### src/rtl/microwave_pkg.sv
// microwave_pkg: shared types, state constants and 7-segment codes for the microwave controller
package microwave_pkg;

    typedef logic state_t;
    typedef logic [3:0] bcd_t;

    localparam state_t SETUP = 1'b0;
    localparam state_t COOK  = 1'b1;

    localparam logic [6:0] SEG_BLANK = 7'h7F;

    // Active-low segments, bit0 = a ... bit6 = g
    localparam logic [6:0] SEG_CODES [10] = '{
        7'h40, 7'h79, 7'h24, 7'h30, 7'h19,
        7'h12, 7'h02, 7'h78, 7'h00, 7'h10
    };

    // Digit index of a one-hot keypad word
    function automatic bcd_t key_digit(input logic [9:0] k);
        key_digit = '0;
        for (int i = 0; i < 10; i++)
            if (k[i]) key_digit = bcd_t'(i);
    endfunction

endpackage

### src/rtl/microwave_controller_seg7_decoder.sv
// seg7_decoder: 4-bit BCD to active-low 7-segment pattern, codes 10-15 blank
module seg7_decoder
    import microwave_pkg::*;
(
    input  logic [3:0] i_bcd,
    output logic [6:0] o_seg
);

    assign o_seg = (i_bcd <= 4'd9) ? SEG_CODES[i_bcd] : SEG_BLANK;

endmodule

### src/rtl/microwave_controller.sv
// microwave_controller: keypad time entry, 1 Hz countdown, magnetron enable and 3-digit display
// Optional leading-zero blanking with MICROWAVE_LEAD_BLANK_EN defined.
module microwave_controller
    import microwave_pkg::*;
#(
    parameter int CLK_HZ = 100
) (
    input  logic       clk,
    input  logic       clearn,
    input  logic [9:0] kbd,
    input  logic       startn,
    input  logic       stopn,
    input  logic       door_closed,
    output logic [6:0] sec_ones_seg,
    output logic [6:0] sec_tens_seg,
    output logic [6:0] min_segs,
    output logic       mag_on
);

    localparam int PW = $clog2(CLK_HZ + 1);

    state_t        r_state;
    bcd_t          r_min, r_tens, r_ones;
    logic [PW-1:0] r_presc;
    logic [9:0]    r_kbd_prev;
    logic          r_start_prev;

    logic w_key, w_start, w_nz, w_tc, w_last;
    bcd_t w_key_dig, w_dmin, w_dtens, w_dones, w_min_dig, w_tens_dig;

    assign w_key     = (r_kbd_prev == '0) && $onehot(kbd);
    assign w_key_dig = key_digit(kbd);
    assign w_start   = ~startn & ~r_start_prev;
    assign w_nz      = {r_min, r_tens, r_ones} != 12'h000;
    assign w_last    = {r_min, r_tens, r_ones} == 12'h001;
    assign w_tc      = r_presc == PW'(CLK_HZ - 1);

    // One-second decrement with BCD borrow; minutes borrow reloads 59
    assign w_dones = (r_ones != 4'd0) ? r_ones - 4'd1 : 4'd9;
    assign w_dtens = (r_ones != 4'd0) ? r_tens : (r_tens != 4'd0) ? r_tens - 4'd1 : 4'd5;
    assign w_dmin  = (r_ones != 4'd0 || r_tens != 4'd0) ? r_min : r_min - 4'd1;

    assign mag_on = r_state == COOK;

    // Mode control, key entry shift register and countdown prescaler
    always_ff @(posedge clk) begin
        if (!clearn) begin
            r_state      <= SETUP;
            r_min        <= '0;
            r_tens       <= '0;
            r_ones       <= '0;
            r_presc      <= '0;
            r_kbd_prev   <= '0;
            r_start_prev <= 1'b0;
        end else begin
            r_kbd_prev   <= kbd;
            r_start_prev <= ~startn;
            if (r_state == SETUP) begin
                if (w_key) begin
                    r_min  <= r_tens;
                    r_tens <= r_ones;
                    r_ones <= w_key_dig;
                end
                if (w_start && door_closed && stopn && w_nz) begin
                    r_state <= COOK;
                    r_presc <= '0;
                end
            end else if (!stopn || !door_closed) begin
                r_state <= SETUP;
            end else if (w_tc) begin
                r_presc <= '0;
                r_min   <= w_dmin;
                r_tens  <= w_dtens;
                r_ones  <= w_dones;
                if (w_last) r_state <= SETUP;
            end else begin
                r_presc <= r_presc + 1'b1;
            end
        end
    end

`ifdef MICROWAVE_LEAD_BLANK_EN
    assign w_min_dig  = (r_min == 4'd0) ? 4'hF : r_min;
    assign w_tens_dig = (r_min == 4'd0 && r_tens == 4'd0) ? 4'hF : r_tens;
`else
    assign w_min_dig  = r_min;
    assign w_tens_dig = r_tens;
`endif

    seg7_decoder u_ones (.i_bcd(r_ones),     .o_seg(sec_ones_seg));
    seg7_decoder u_tens (.i_bcd(w_tens_dig), .o_seg(sec_tens_seg));
    seg7_decoder u_min  (.i_bcd(w_min_dig),  .o_seg(min_segs));

endmodule

### config.mk
export PLATFORM = sky130hd
export DESIGN_NAME = microwave_controller
export DESIGN_NICKNAME = d
export VERILOG_FILES = /design/src/rtl/microwave_pkg.sv /design/src/rtl/microwave_controller_seg7_decoder.sv /design/src/rtl/microwave_controller.sv
export SDC_FILE = /design/constraint.sdc
export NUM_CORES = 1
export LEC_CHECK = 0
export ABC_AREA = 1
export BUFFER_PORTS_ARGS = -buffer_cell sky130_fd_sc_hd__clkbuf_2
export CORE_MARGIN = 1.5
export CORE_UTILIZATION = 61
export DETAILED_ROUTE_END_ITERATION = 8
export PLACE_DENSITY = 0.85
export SLEW_MARGIN = 20
export SYNTH_ARGS = -nofsm -noshare
export SYNTH_HDL_FRONTEND = slang
export SYNTH_SLANG_ARGS = --single-unit
### constraint.sdc
create_clock -name clk -period 5.28 [get_ports clk]
set_input_delay 0.264 -clock clk [delete_from_list [all_inputs] [get_ports clk]]
set_output_delay 0.264 -clock clk [all_outputs]
set_load 0.01 [all_outputs]
After elaboration in Yosys (flattened, before gate mapping)
Memory sizes are Yosys's and may differ from the RTL's.
Index checks and enable logic that the tools add are counted.
{"block": "totals", "elab_cells": 103, "out_inout_bits": 22, "inputBits": 15, "mem_count": 3, "romBits": 336, "register_bits": 31}
{"block": "op_classes", "n_eq_ne": 7, "order_cmp": 6, "bitwise_logic": 6, "addsub": 13, "n_reduce_logical": 18, "muxes": 43}
{"memory": "(name not given)", "words": 16, "width": 7, "rd": 1, "rd_clocked_by_memory_dff": 0, "write_ports": 0, "line": "microwave_controller_seg7_decoder.sv:9", "text": "assign o_seg = (i_bcd <= 4'd9) ? SEG_CODES[i_bcd] : SEG_BLANK;"}
{"memory": "(name not given)", "words": 16, "width": 7, "rd": 1, "rd_clocked_by_memory_dff": 0, "write_ports": 0, "line": "microwave_controller_seg7_decoder.sv:9"}
{"memory": "(name not given)", "words": 16, "width": 7, "rd": 1, "rd_clocked_by_memory_dff": 0, "write_ports": 0, "line": "microwave_controller_seg7_decoder.sv:9"}
{"op": "4-bit 2-to-1 mux", "n": 23}
{"op": "7-bit 2-to-1 mux", "n": 13}
{"op": "5-bit >= comparator (second input constant)", "n": 3}
{"op": "4-bit inverter with 5-bit output", "n": 3}
{"op": "12-bit by 1-bit == test with 1-bit output (second input constant)", "n": 1}
{"op": "4-bit <= comparator (second input constant)", "n": 3}
{"op": "12-bit nonzero test", "n": 1}
{"op": "4-bit by 1-bit subtractor with 4-bit output (second input constant)", "n": 3}
{"op": "1-bit by 1-bit adder with 2-bit output", "n": 5}
{"op": "10-bit zero test", "n": 1}
{"op": "4-bit AND reduction", "n": 2}
{"op": "4-bit nonzero test", "n": 2}
{"op": "7-bit by 1-bit adder with 7-bit output (second input constant)", "n": 1}
{"op": "7-bit == test (second input constant)", "n": 1}
{"op": "2-bit by 2-bit adder with 3-bit output", "n": 2}
{"op": "1-bit 2-to-1 mux", "n": 6}
{"op": "2-bit != test (second input constant)", "n": 3}
{"op": "3-bit by 3-bit adder with 4-bit output", "n": 1}
{"op": "4-bit by 2-bit adder with 4-bit output", "n": 1}
{"op": "4-bit by 1-bit == test with 1-bit output (second input constant)", "n": 1}
{"op": "1-bit logical AND", "n": 4}
{"op": "2-bit nonzero test", "n": 2}
{"op": "3-bit AND reduction", "n": 1}
{"op": "1-bit zero test", "n": 2}
{"op": "other kinds (6)", "n": 8}

Longest topological paths before layout
Gate-level depths: netlist of the first run.
{"block": "logic_depth", "depth_word": 11, "depth_mapped": 19, "ltp_nobuf": 18}

By module
A second synthesis of the first run with hierarchy kept.
{"block": "hier_totals", "cells_unflattened": 351, "area_unflattened_um2": 2392.3}
{"module": "microwave_controller", "area_each_um2": 1803.0, "cells_each": 258, "seq_area_each_um2": 620.6, "instances": 1}
{"module": "seg7_decoder", "area_each_um2": 196.4, "cells_each": 31, "seq_area_each_um2": 0.0, "instances": 3}

Worst setup path before layout of the first run
Ideal clock, no wire load.
{"block": "synth_timing", "path_type": "in2reg", "startpoint": "in kbd[0]", "endpoint": "reg r_min[3]", "t_required_ns": 5.165, "n_path_buf": 1, "setup_time_ns": 0.115, "cell_stages": 16, "setup_slack_ns": 2.037, "arrival_time_ns": 3.128, "cell_sequence": "fa_1 -> fa_1 -> inv_1 -> fa_1 -> inv_1 -> ha_1 -> inv_1 -> fa_1 -> nand2_1 -> nor2_1 -> nand3_1 -> nand2_2 -> buf_6 -> nand2_4 -> o21ai_1 -> nor2_1"}
{"block": "synth_via", "elab_chain_len": 8}
{"element": "start: declaration", "line": "microwave_controller.sv:10", "text": "input logic [9:0] kbd,"}
{"element": "1-bit by 1-bit adder with 2-bit output (not written as such)", "line": "microwave_controller.sv:31", "text": "assign w_key = (r_kbd_prev == '0) && $onehot(kbd);"}
{"element": "2-bit by 2-bit adder with 3-bit output (not written as such)", "line": "microwave_controller.sv:31"}
{"element": "3-bit by 3-bit adder with 4-bit output (not written as such)", "line": "microwave_controller.sv:31"}
{"element": "4-bit by 2-bit adder with 4-bit output (not written as such)", "line": "microwave_controller.sv:31"}
{"element": "4-bit by 1-bit == test with 1-bit output", "line": "microwave_controller.sv:31"}
{"element": "1-bit logical AND", "line": "microwave_controller.sv:31"}
{"element": "2-bit nonzero test (no line)"}
{"element": "4-bit AND reduction (no line)"}
{"element": "end signal: assignment", "line": "microwave_controller.sv:60", "text": "r_min <= r_tens;"}
{"element": "end signal: assignment", "line": "microwave_controller.sv:72", "text": "r_min <= w_dmin;"}
{"element": "end: declaration", "line": "microwave_controller.sv:23", "text": "bcd_t r_min, r_tens, r_ones;"}
Every way passes these cells.
A chain may end at the register's enable or synchronous reset.

Final worst setup path of the first run
{"block": "layout_timing", "startpoint": "in kbd[0]", "endpoint": "reg r_tens[1]"}
{"block": "layout_via", "elab_chain_len": 8}
{"element": "1-bit by 1-bit adder with 2-bit output (not written as such)", "line": "microwave_controller.sv:31"}
{"element": "2-bit by 2-bit adder with 3-bit output (not written as such)", "line": "microwave_controller.sv:31"}
{"element": "3-bit by 3-bit adder with 4-bit output (not written as such)", "line": "microwave_controller.sv:31"}
{"element": "4-bit by 2-bit adder with 4-bit output (not written as such)", "line": "microwave_controller.sv:31"}
{"element": "4-bit by 1-bit == test with 1-bit output", "line": "microwave_controller.sv:31"}
{"element": "1-bit logical AND", "line": "microwave_controller.sv:31"}
{"element": "2-bit nonzero test (no line)"}
{"element": "4-bit AND reduction (no line)"}
{"element": "end signal: assignment", "line": "microwave_controller.sv:61", "text": "r_tens <= r_ones;"}
{"element": "end signal: assignment", "line": "microwave_controller.sv:73", "text": "r_tens <= w_dtens;"}
{"element": "end: declaration", "line": "microwave_controller.sv:23"}
Every way passes these cells.

==> flow_summary_export.csv, run 1 <==
group,metric,value,unit
timing,grt_setup_unrepaired,"no",
timing,fin_setup_tns,0,ns
grt,grtUsageTotal,25.51,%
pwr,switching_share,30.81,%
route,first_pass_iters,4,
die,die_area,4199,um2
die,die_width,64.80,um
clock_tree,htreeDepth,2,
finish,diodes,0,
timing,fin_skew,0.003989,ns
timing,setup_viol,0,
synthesis,syn_area_per_cell,6.526,um2
pwr,cellPowerDensity,215.7,nW/um2
setup_path,worstSetupStartpointType,"input port",
clock_tree,clk_pin_slew,0.06,ns
route,via_per_inst,5.262,
placement,placed_area,2517,um2
pwr,p_sw,0.1727,mW
timing,min_period_over_period,63.14,%
synthesis,yosysWarnings,0,
setup_path,crit_top_cell,"fa_1",
route,vias,2331,
timing,tightest_slew,0.5097,ns
synthesis,synth.area.top_cells,"dfxtp_1 27%, nand2_1 13%, ha_1 9.7%",
synthesis,synth_top_area_cell,"dfxtp_1",
setup_path,cp_slowest_cell,"fa_1",
finish,final_layout_size_suffix_gt1_share,13.92,%
pwr,power_frac_clock,31.7,%
synthesis,synth_seq_area_share,26.64,%
setup_path,worstPathMaxFanout,11,
clock_tree,clock_sinks,31,
die,core,3661,um2
timing,drv_slew,0,
setup_path,cp_cell_sequence,"clkbuf_2 -> fa_1 -> fa_1 -> inv_1 -> fa_1 -> inv_1 -> ha_1 -> inv_1 -> fa_1 -> nand2_1 -> nor2_1 -> nand3_1 -> nand2_2 -> nand2_1 -> o21ai_0 -> nor2_1",
pwr,combinationalPowerShare,24.0,%
route,antenna_left,0,
synthesis,syn_area,2330,um2
route,totalWireLength,4968,um
placement,place_hpwl,3834,um
outcome,status,"finished clean",
placement,dp_slack,1.627,ns
die,initial_core_util,63.64,%
grt,grt_pass1_wl,8487,um
pwr,max-vdd-ir-drop,0.0001954,V
synthesis,ys_types,31,
finish,fin_area,2599,um2
pwr,power.internal,0.3878,mW
clock_tree,cts.path.max_buffers,2,
finish,fillers,330,
synthesis,syn_nets,396,
synthesis,synth-seq-cells,31,
die,ios,37,
placement,place_congestion,0.8377,
clock_tree,cts.repair.resized,0,
timing,period_needed,3.334,ns
clock_tree,cts_setup_buffers,0,
synthesis,synth-main-ff-cell,"dfxtp_1",
worst_hold_path,min_path_type,"in -> reg",
setup_path,crit_arrival,3.51,ns
synthesis,synthArstFlopShare,0,%
timing,fmax,0.2999,GHz
route,wl_per_cell,11.21,um
setup_path,crit_type,"in -> reg",
setup_path,max_stage_delay,0.54,ns
route,drc,0,
clock_tree,clk_latency,0.28,ns
die,die_h,64.80,um
synthesis,yosysTopAreaCellShare,26.64,%
timing,slew_headroom,65.98,%
clock_tree,hold_buffers,0,
grt,antenna_found_initial,0,
finish,syn_to_final_growth,11.55,%
job,max_cap_violations,0,
synthesis,synth_edf_count,0,
placement,io_buffers,36,
setup_path,required,5.46,ns
grt,grt_max_degree,24,
synthesis,syn_inst,357,
route,first_iter_violations,101,
setup_path,cp-end-kind,"register",
grt,grt_overflow,0,
clock_tree,root_buffer,"clkbuf_8",
finish,final_cell_mix,"79 x nand2_1, 57 x inv_1, 52 x nor2_1, 36 x clkbuf_2, 35 x o21ai_0",
die,rows,22,
grt,grt_pass1_vias,2071,
timing,hold_viol,0,
clock_tree,numCtsBuffers,5,
pwr,pwr-share-seq,44.3,%
pwr,leakagePower,1.452,nW
clock_tree,cts_tree,"built",
finish,final_common_cell,"nand2_1",
finish,fin_nets,433,
timing,setup_ws,1.946,ns
## power by group through the flow
stage,combinational (mW),sequential [mW],clock [mW]
2_1_floorplan,0.0983,0.251,0
3_3_place_gp,0.128,0.253,0
3_5_place_dp,0.135,0.253,0
4_1_cts,0.135,0.248,0.180
5_1_grt,0.155,0.249,0.191
6_report,0.134,0.248,0.178
## cells by family (layout without fill, tap and decap cells)
logic type,after synthesis,count (layout),synth area share (%)
buffers and inverters,69,107,12.51
AO/OA/AOI/OAI,56,56,12.89
flip-flops,31,31,26.64
AND/OR/NAND/NOR,173,173,31.63
XOR/XNOR,4,4,1.504
adder cells (fa/ha/maj),24,24,14.82
## through the flow
stage	utilization (%)	std cells	power [mW]	hold WS [ns]
2_1_floorplan	-	357	0.3494	0.3364
3_3_place_gp	68.76	435	0.3815	0.4404
3_5_place_dp	68.76	435	0.3881	0.4470
4_1_cts	70.98	443	0.5638	0.1418
5_1_grt	70.98	443	0.5952	0.1406
6_report	70.98	443	0.5604	0.1446
## worst paths after layout
path         depth (start not counted)            to  slack (ns)  startpoint
max                                 16     r_tens[1]        1.95      kbd[0]
min                                  2  r_start_prev        0.14      startn
max reg2reg                          7     r_tens[1]        3.45      mag_on
min reg2reg                          2    r_presc[3]        0.53  r_presc[3]
## synthesized netlist by cell type (3+ instances only)
cell and instances:
dfxtp_1 31, nand2_1 79, inv_1 57, nand3_1 23, xor2_1 3, buf_6 4
ha_1 18, nand2_2 3, nor2_1 52, a21oi_1 12, fa_1 6, nor3_1 7
o21ai_0 35, inv_2 3
## critical path, delay by kind of cell
family | cells | cell delay, ns
fa+ha+maj | 5 | 2.14
compound gates | 1 | 0.18
simple gates | 6 | 0.65
buf+inv | 4 | 0.27
## flip-flops by register name, summed over array words and instances, names as in the netlist
register and cells:
r_presc 7, r_min 4, r_ones 4, r_kbd_prev 10, r_start_prev 1, r_tens 4
mag_on 1
## routing by layer
| metal | GRT usage (%) | part of all wire, % | vias to the layer above |
|---|---|---|---|
| met4 | 8.511 | 1.1 | 0 |
| li1 | - | - | 1194 |
| met3 | 5.382 | 5.5 | 9 |
| met5 | 0 | 0 | - |
| met2 | 46.13 | 50 | 69 |
| met1 | 29.68 | 44 | 1059 |
## layout make-up
cell class,count,area [um2],area share (%)
Clock inverter,1,5.005,0.1926
Tap cell,48,60.06,2.311
Timing Repair Buffer,36,180.2,6.933
Sequential cell,31,620.6,23.88
Clock buffer,7,76.32,2.937
Multi-Input combinational cell,257,1418,54.55
Inverter,63,239.0,9.196
(Power assumes the default switching activity.)
==> run 2: changes to the inputs <==
Settings changed: ABC_AREA 1 to 0, CORE_UTILIZATION 61 to 51, PLACE_DENSITY 0.85 to 0.76.
Clock period 5.28 ns to 2.7 ns, I/O delays scaled along.
==> run 2 against run 1 <==
  * The flow now finishes with violations (negative setup slack)
  * Synthesized cell count is 21% lower
  * Global-route usage is 3.9 points lower
  * Critical path depth is 1 lower
  * Via count is 8.5% lower
  * Sequential power is 92% higher
  * Wire length is 5.1% higher
  * Clock-buffer cell count stayed put
  * Total power is 100% higher
  * First-iteration DRC count is 36% higher
  * Clock skew is 0.0014 ns higher
  * Cell count is 13% lower
  * Critical path type unchanged
  * Critical endpoint is now r_min[3]
==> flow_summary_export.csv, run 2 <==
group,metric,value,unit
outcome,status,"complete, but fails checks",
outcome,violations,"negative setup slack",
route,first_pass_iters,4,
synthesis,synthArstFlopShare,0,%
setup_path,crit_type,"in -> reg",
timing,slew_headroom,54.49,%
timing,min_period_over_period,122.5,%
placement,io_buffers,36,
synthesis,syn_nets,321,
synthesis,syn_area_per_cell,7.969,um2
route,antenna_left,0,
setup_path,worstPathMaxFanout,5,
timing,tightest_slew,0.6826,ns
finish,diodes,0,
die,rows,23,
timing,setup_ws,-0.6066,ns
placement,place_congestion,0.8677,
setup_path,worstSetupStartpointType,"input port",
placement,place_hpwl,3689,um
grt,grt_pass1_vias,1896,
route,drc,0,
clock_tree,htreeDepth,2,
synthesis,synth_edf_count,0,
finish,fin_area,2826,um2
synthesis,synth_commonest_cells,"35 x nor2_1, 31 x dfxtp_1, 26 x inv_1, 26 x nand2_1, 20 x o21ai_0",
job,max_cap_violations,0,
route,wl_per_cell,13.56,um
setup_path,regToRegStartpoint,"r_ones[0]",
route,vias,2134,
die,ios,37,
timing,period_needed,3.307,ns
timing,grt_setup_unrepaired,"yes",
synthesis,ys_types,53,
die,die_area,4814,um2
finish,final_cell_mix,"34 x clkbuf_2, 32 x nor2_1, 31 x dfxtp_1, 26 x nand2_1, 24 x inv_1",
setup_path,required,2.84,ns
timing,setup_viol,12,
pwr,power.internal,0.8305,mW
grt,antenna_found_initial,0,
grt,grtUsageTotal,21.56,%
worst_hold_path,min_path_type,"in -> reg",
finish,syn_to_final_growth,25.78,%
die,die_h,69.38,um
setup_path,cp-end-kind,"register",
die,initial_core_util,54.61,%
pwr,switching_share,27.27,%
route,totalWireLength,5220,um
finish,final_layout_size_suffix_gt1_share,25.37,%
die,die_width,69.38,um
clock_tree,clk_pin_slew,0.07,ns
clock_tree,cts_tree,"built",
synthesis,syn_area,2247,um2
clock_tree,root_buffer,"clkbuf_8",
synthesis,synth.most_common_cell,"nor2_1",
route,via_per_inst,5.543,
synthesis,synth.area.top_cells,"dfxtp_1 28%, ha_1 10%, nor2_1 5.8%",
synthesis,syn_inst,282,
grt,grt_pass1_wl,8583,um
synthesis,synth_top_area_cell,"dfxtp_1",
timing,drv_slew,0,
placement,placed_area,2545,um2
finish,final_common_cell,"clkbuf_2",
timing,fin_setup_tns,-6.594,ns
pwr,leakagePower,1.252,nW
finish,fin_nets,373,
synthesis,synth-seq-cells,31,
pwr,power_frac_clock,34.8,%
pwr,p_total,1.142,mW
pwr,combinationalPowerShare,23.6,%
timing,fmax,0.3024,GHz
worst_hold_path,holdCritStartpoint,"startn",
synthesis,yosysWarnings,0,
finish,reg_top3,"r_kbd_prev: 10 flops, r_presc: 7 flops",
finish,fillers,332,
setup_path,crit_arrival,3.45,ns
timing,hold_viol,0,
pwr,p_sw,0.3114,mW
synthesis,synth_seq_area_share,27.62,%
clock_tree,numCtsBuffers,5,
pwr,pwr-share-seq,41.6,%
pwr,max-vdd-ir-drop,0.0004715,V
finish,multi_input_area,1529,um2
finish,top_register,"r_kbd_prev",
pwr,cellPowerDensity,404.0,nW/um2
grt,grt_max_degree,29,
finish,utilization,68.68,%
route,first_iter_violations,137,
clock_tree,clock_sinks,31,
timing,fin_skew,0.005408,ns
clock_tree,cts.path.max_buffers,2,
synthesis,synth-main-ff-cell,"dfxtp_1",
clock_tree,clk_latency,0.28,ns
finish,regArea,620.6,um2
grt,grt_overflow,0,
setup_path,crit_start,"kbd[1]",
die,core,4115,um2
finish,largest_reg_flops,10,
timing,whs,0.05210,ns
synthesis,yosysTopAreaCellShare,27.62,%
## run 2: cell types whose count changed in the layout (fill, tap and decap cells not counted), moves of 4 or more
cell	previous run	this run
and2_1	0	10
o21ai_0	35	20
a211oi_1	0	4
buf_6	0	5
inv_1	57	24
buf_4	0	14
nand2_1	79	26
nand4_1	0	6
nor2_1	52	32
nand3_1	23	3
## run 2: area by class of cell
| class | instances | share of cell area, % |
|---|---|---|
| sequential | 31 | 21.96 |
| clock buffer | 7 | 3.409 |
| inverter | 26 | 3.453 |
| timing repair buffer | 57 | 14.61 |
| tap | 50 | 2.213 |
| clock inverter | 1 | 0.2656 |
| multi-input combinational | 213 | 54.09 |
## run 2: logic make-up after synthesis
kind of cell / count (synthesis) / synth area share (%)
AND/OR/NAND/NOR: 108 / 24.05
AO/OA/AOI/OAI: 73 / 22.66
buffers and inverters: 38 / 7.127
flip-flops: 31 / 27.62
adder cells (fa/ha/maj): 24 / 15.37
XOR/XNOR: 7 / 2.728
multiplexers: 1 / 0.4455
## run 2: critical path, cell delays in order
cell and delay, ns:
buf_6 0.10, fa_1 0.49, fa_1 0.51, inv_1 0.05, fa_1 0.44, inv_2 0.08
ha_4 0.13, inv_2 0.03, fa_1 0.47, nand4b_1 0.14, nor3_4 0.22, a31oi_4 0.16
buf_12 0.16, o311ai_4 0.23, o31ai_1 0.10
## run 2: stage by stage
| step | std cells | setup slack, ns |
|---|---|---|
| after detailed placement | 370 | -0.9631 |
| after global placement | 370 | -0.8832 |
| after global routing | 385 | -0.7061 |
| final | 385 | -0.6066 |
| after floorplan | 282 | -0.6640 |
| after CTS | 383 | -0.6888 |
## run 2: metal layers
layer	vias up	wire length (um)	GRT usage [%]
li1	1088	-	-
met1	983	2461	30.36
met2	55	2400	32.69
met3	8	281	5.378
met4	0	76	6.318
met5	-	0	0
## run 2: final timing paths
| check | end | slack, ns | cells after the start |
|---|---|---|---|
| worst max-delay path | r_min[3] | -0.61 | 15 |
| worst min-delay path | r_start_prev | 0.05 | 2 |
| worst max register to register | r_min[3] | 0.60 | 8 |
| worst min register to register | r_presc[6] | 0.51 | 2 |
## run 2: power groups by stage
stage	sequential (mW)	clock (mW)	combinational, mW
after floorplan	0.483	0	0.135
after global placement	0.485	0	0.197
after detailed placement	0.485	0	0.204
after CTS	0.475	0.405	0.233
after global routing	0.476	0.427	0.294
final	0.475	0.397	0.269
## run 2: what timing repair did
action                                 4_1_cts  5_1_grt
endpoints found under the hold margin        0        0
resized for setup                           10       12
hold buffers                                 0        0
buffers inserted                             4        2
cloned                                       1        0
pin swaps                                   10        7
setup endpoints to repair                   12       12
==> run 3: changes to the inputs <==
Settings changed: CORE_UTILIZATION 51 to 61, CTS_CLUSTER_SIZE set to 24, PLACE_DENSITY 0.76 to 0.85.
Clock period 2.7 ns to 4.25 ns, I/O delays scaled along.
==> run 3 against run 2 <==
  * The run now ends clean
  * Non-clock buffer count shrank 21
  * Total power shrank 43%
  * Die area shrank 16%
  * Sequential share of layout area grew 2.8 points
  * Clock power shrank 41%
  * Critical path depth shrank 1
  * Largest cell class unchanged
  * Clock skew grew 0.0034 ns
  * Worst hold slack gained 0.071 ns
  * Clock-buffer cell count shrank 1
==> flow_summary_export.csv, run 3 (synthesis gave the netlist of run 2 again) <==
group,metric,value,unit
finish,multi_input_area,1466,um2
finish,diodes,0,
placement,dp_slack,0.3159,ns
die,die_width,63.70,um
timing,tightest_slew,0.8122,ns
grt,grt_overflow,0,
die,initial_core_util,65.29,%
clock_tree,cts_setup_buffers,0,
route,wl_per_cell,13.26,um
placement,place_congestion,0.8474,
placement,placedCellCount,352,
finish,final_cell_mix,"36 x clkbuf_2, 35 x nor2_1, 31 x dfxtp_1, 26 x inv_1, 26 x nand2_1",
setup_path,worstSetupStartpointType,"input port",
finish,largest_reg_flops,10,
timing,setup_viol,0,
route,antenna_left,0,
clock_tree,clk_latency,0.29,ns
finish,syn_to_final_growth,11.69,%
die,ios,37,
clock_tree,cts.path.max_buffers,2,
timing,slew_headroom,45.78,%
die,die_h,63.70,um
pwr,cellPowerDensity,261.2,nW/um2
clock_tree,clock_sinks,31,
timing,drv_slew,0,
pwr,max-vdd-ir-drop,0.0002607,V
finish,utilization,72.92,%
die,core,3442,um2
setup_path,path_delay_family,"adder cells",
clock_tree,root_buffer,"clkbuf_8",
setup_path,path_buf_inv,4,
job,max_cap_violations,0,
grt,grt_pass1_vias,1845,
setup_path,crit_top_cell,"fa_1",
route,vias,2101,
finish,final_layout_size_suffix_gt1_share,16.61,%
finish,fin_cells,359,
route,first_pass_iters,4,
timing,setup_ws,0.5976,ns
finish,final_common_cell,"clkbuf_2",
grt,grtUsageTotal,25.16,%
timing,hold_viol,0,
outcome,status,"finished clean",
timing,min_period_over_period,85.94,%
route,via_per_inst,5.852,
clock_tree,htreeDepth,2,
die,rows,21,
timing,grt_setup_unrepaired,"no",
timing,fmax,0.2738,GHz
setup_path,crit_type,"in -> reg",
placement,io_buffers,36,
timing,period_needed,3.652,ns
route,drc,0,
route,totalWireLength,4760,um
clock_tree,numCtsBuffers,5,
finish,top_register,"r_kbd_prev",
worst_hold_path,min_path_type,"in -> reg",
pwr,leakagePower,1.107,nW
die,die_area,4057,um2
setup_path,max_stage_delay,0.58,ns
setup_path,cp-end-kind,"register",
clock_tree,cts.repair.resized,0,
clock_tree,hold_buffers,0,
grt,antenna_found_initial,0,
pwr,p_total,0.6556,mW
grt,grt_max_degree,29,
timing,fin_skew,0.008765,ns
setup_path,worstPathMaxFanout,13,
setup_path,cp_cell_sequence,"clkbuf_2 -> fa_1 -> fa_1 -> inv_1 -> fa_1 -> inv_1 -> ha_1 -> inv_1 -> fa_1 -> o21ai_1 -> nor3_4 -> a31oi_2 -> nor2_1 -> o221a_1",
finish,reg_top3,"r_kbd_prev: 10 flops, r_presc: 7 flops",
setup_path,cp_slowest_cell,"a31oi_2",
setup_path,crit_arrival,3.83,ns
grt,grt_pass1_wl,8148,um
timing,fin_setup_tns,0,ns
clock_tree,clk_pin_slew,0.07,ns
finish,regArea,620.6,um2
route,first_iter_violations,111,
placement,place_hpwl,3617,um
finish,fillers,288,
setup_path,required,4.42,ns
finish,fin_nets,352,
clock_tree,cts_tree,"built",
[run 3: layer usage]
metal	GRT usage (%)	vias to the layer above	wire (um)
met5	0	-	0
met1	34.23	976	2247
li1	-	1048	-
met3	7.321	6	251
met4	6.522	0	45
met2	39.08	71	2215
[run 3: cell type report]
cell class,instances,area share (%)
clock buffers,6,3.290
flip-flops and latches,31,24.73
inverters,26,3.888
clock inverters,1,0.1994
well taps,46,2.293
repair buffers,36,7.178
multi-input cells,213,58.42
[run 3: report_power, final]
part	total, mW	switching [mW]	internal, mW	leakage, nW
Combinational	0.121	0.0706	0.0502	0.807
Sequential	0.302	0.00468	0.298	0.253
Clock	0.233	0.106	0.127	0.0470
Total	0.656	0.181	0.475	1.11
[run 3: stage by stage]
step,hold slack (ns),instance area (um2)
after detailed placement,0.4232,2422
after floorplan,0.2841,2247
after CTS,0.1156,2510
after global routing,0.1257,2510
after global placement,0.4073,2422
final,0.1229,2510
[run 3: worst register-to-register path, stage by stage (launching register included)]
cell	delay [ns]
dfxtp_1	0.85
nor4_1	0.20
nand4b_1	0.21
nor3_4	0.05
a31oi_2	0.58
nor2_1	0.11
o221a_1	0.24
[run 3: worst paths after layout]
kind                                  from            to  slack, ns  cells after the start
worst max-delay path                kbd[5]     r_tens[2]       0.60                     14
worst min-delay path                startn  r_start_prev       0.12                      2
worst max register to register      mag_on     r_tens[2]       1.91                      6
worst min register to register  r_presc[6]    r_presc[6]       0.51                      2
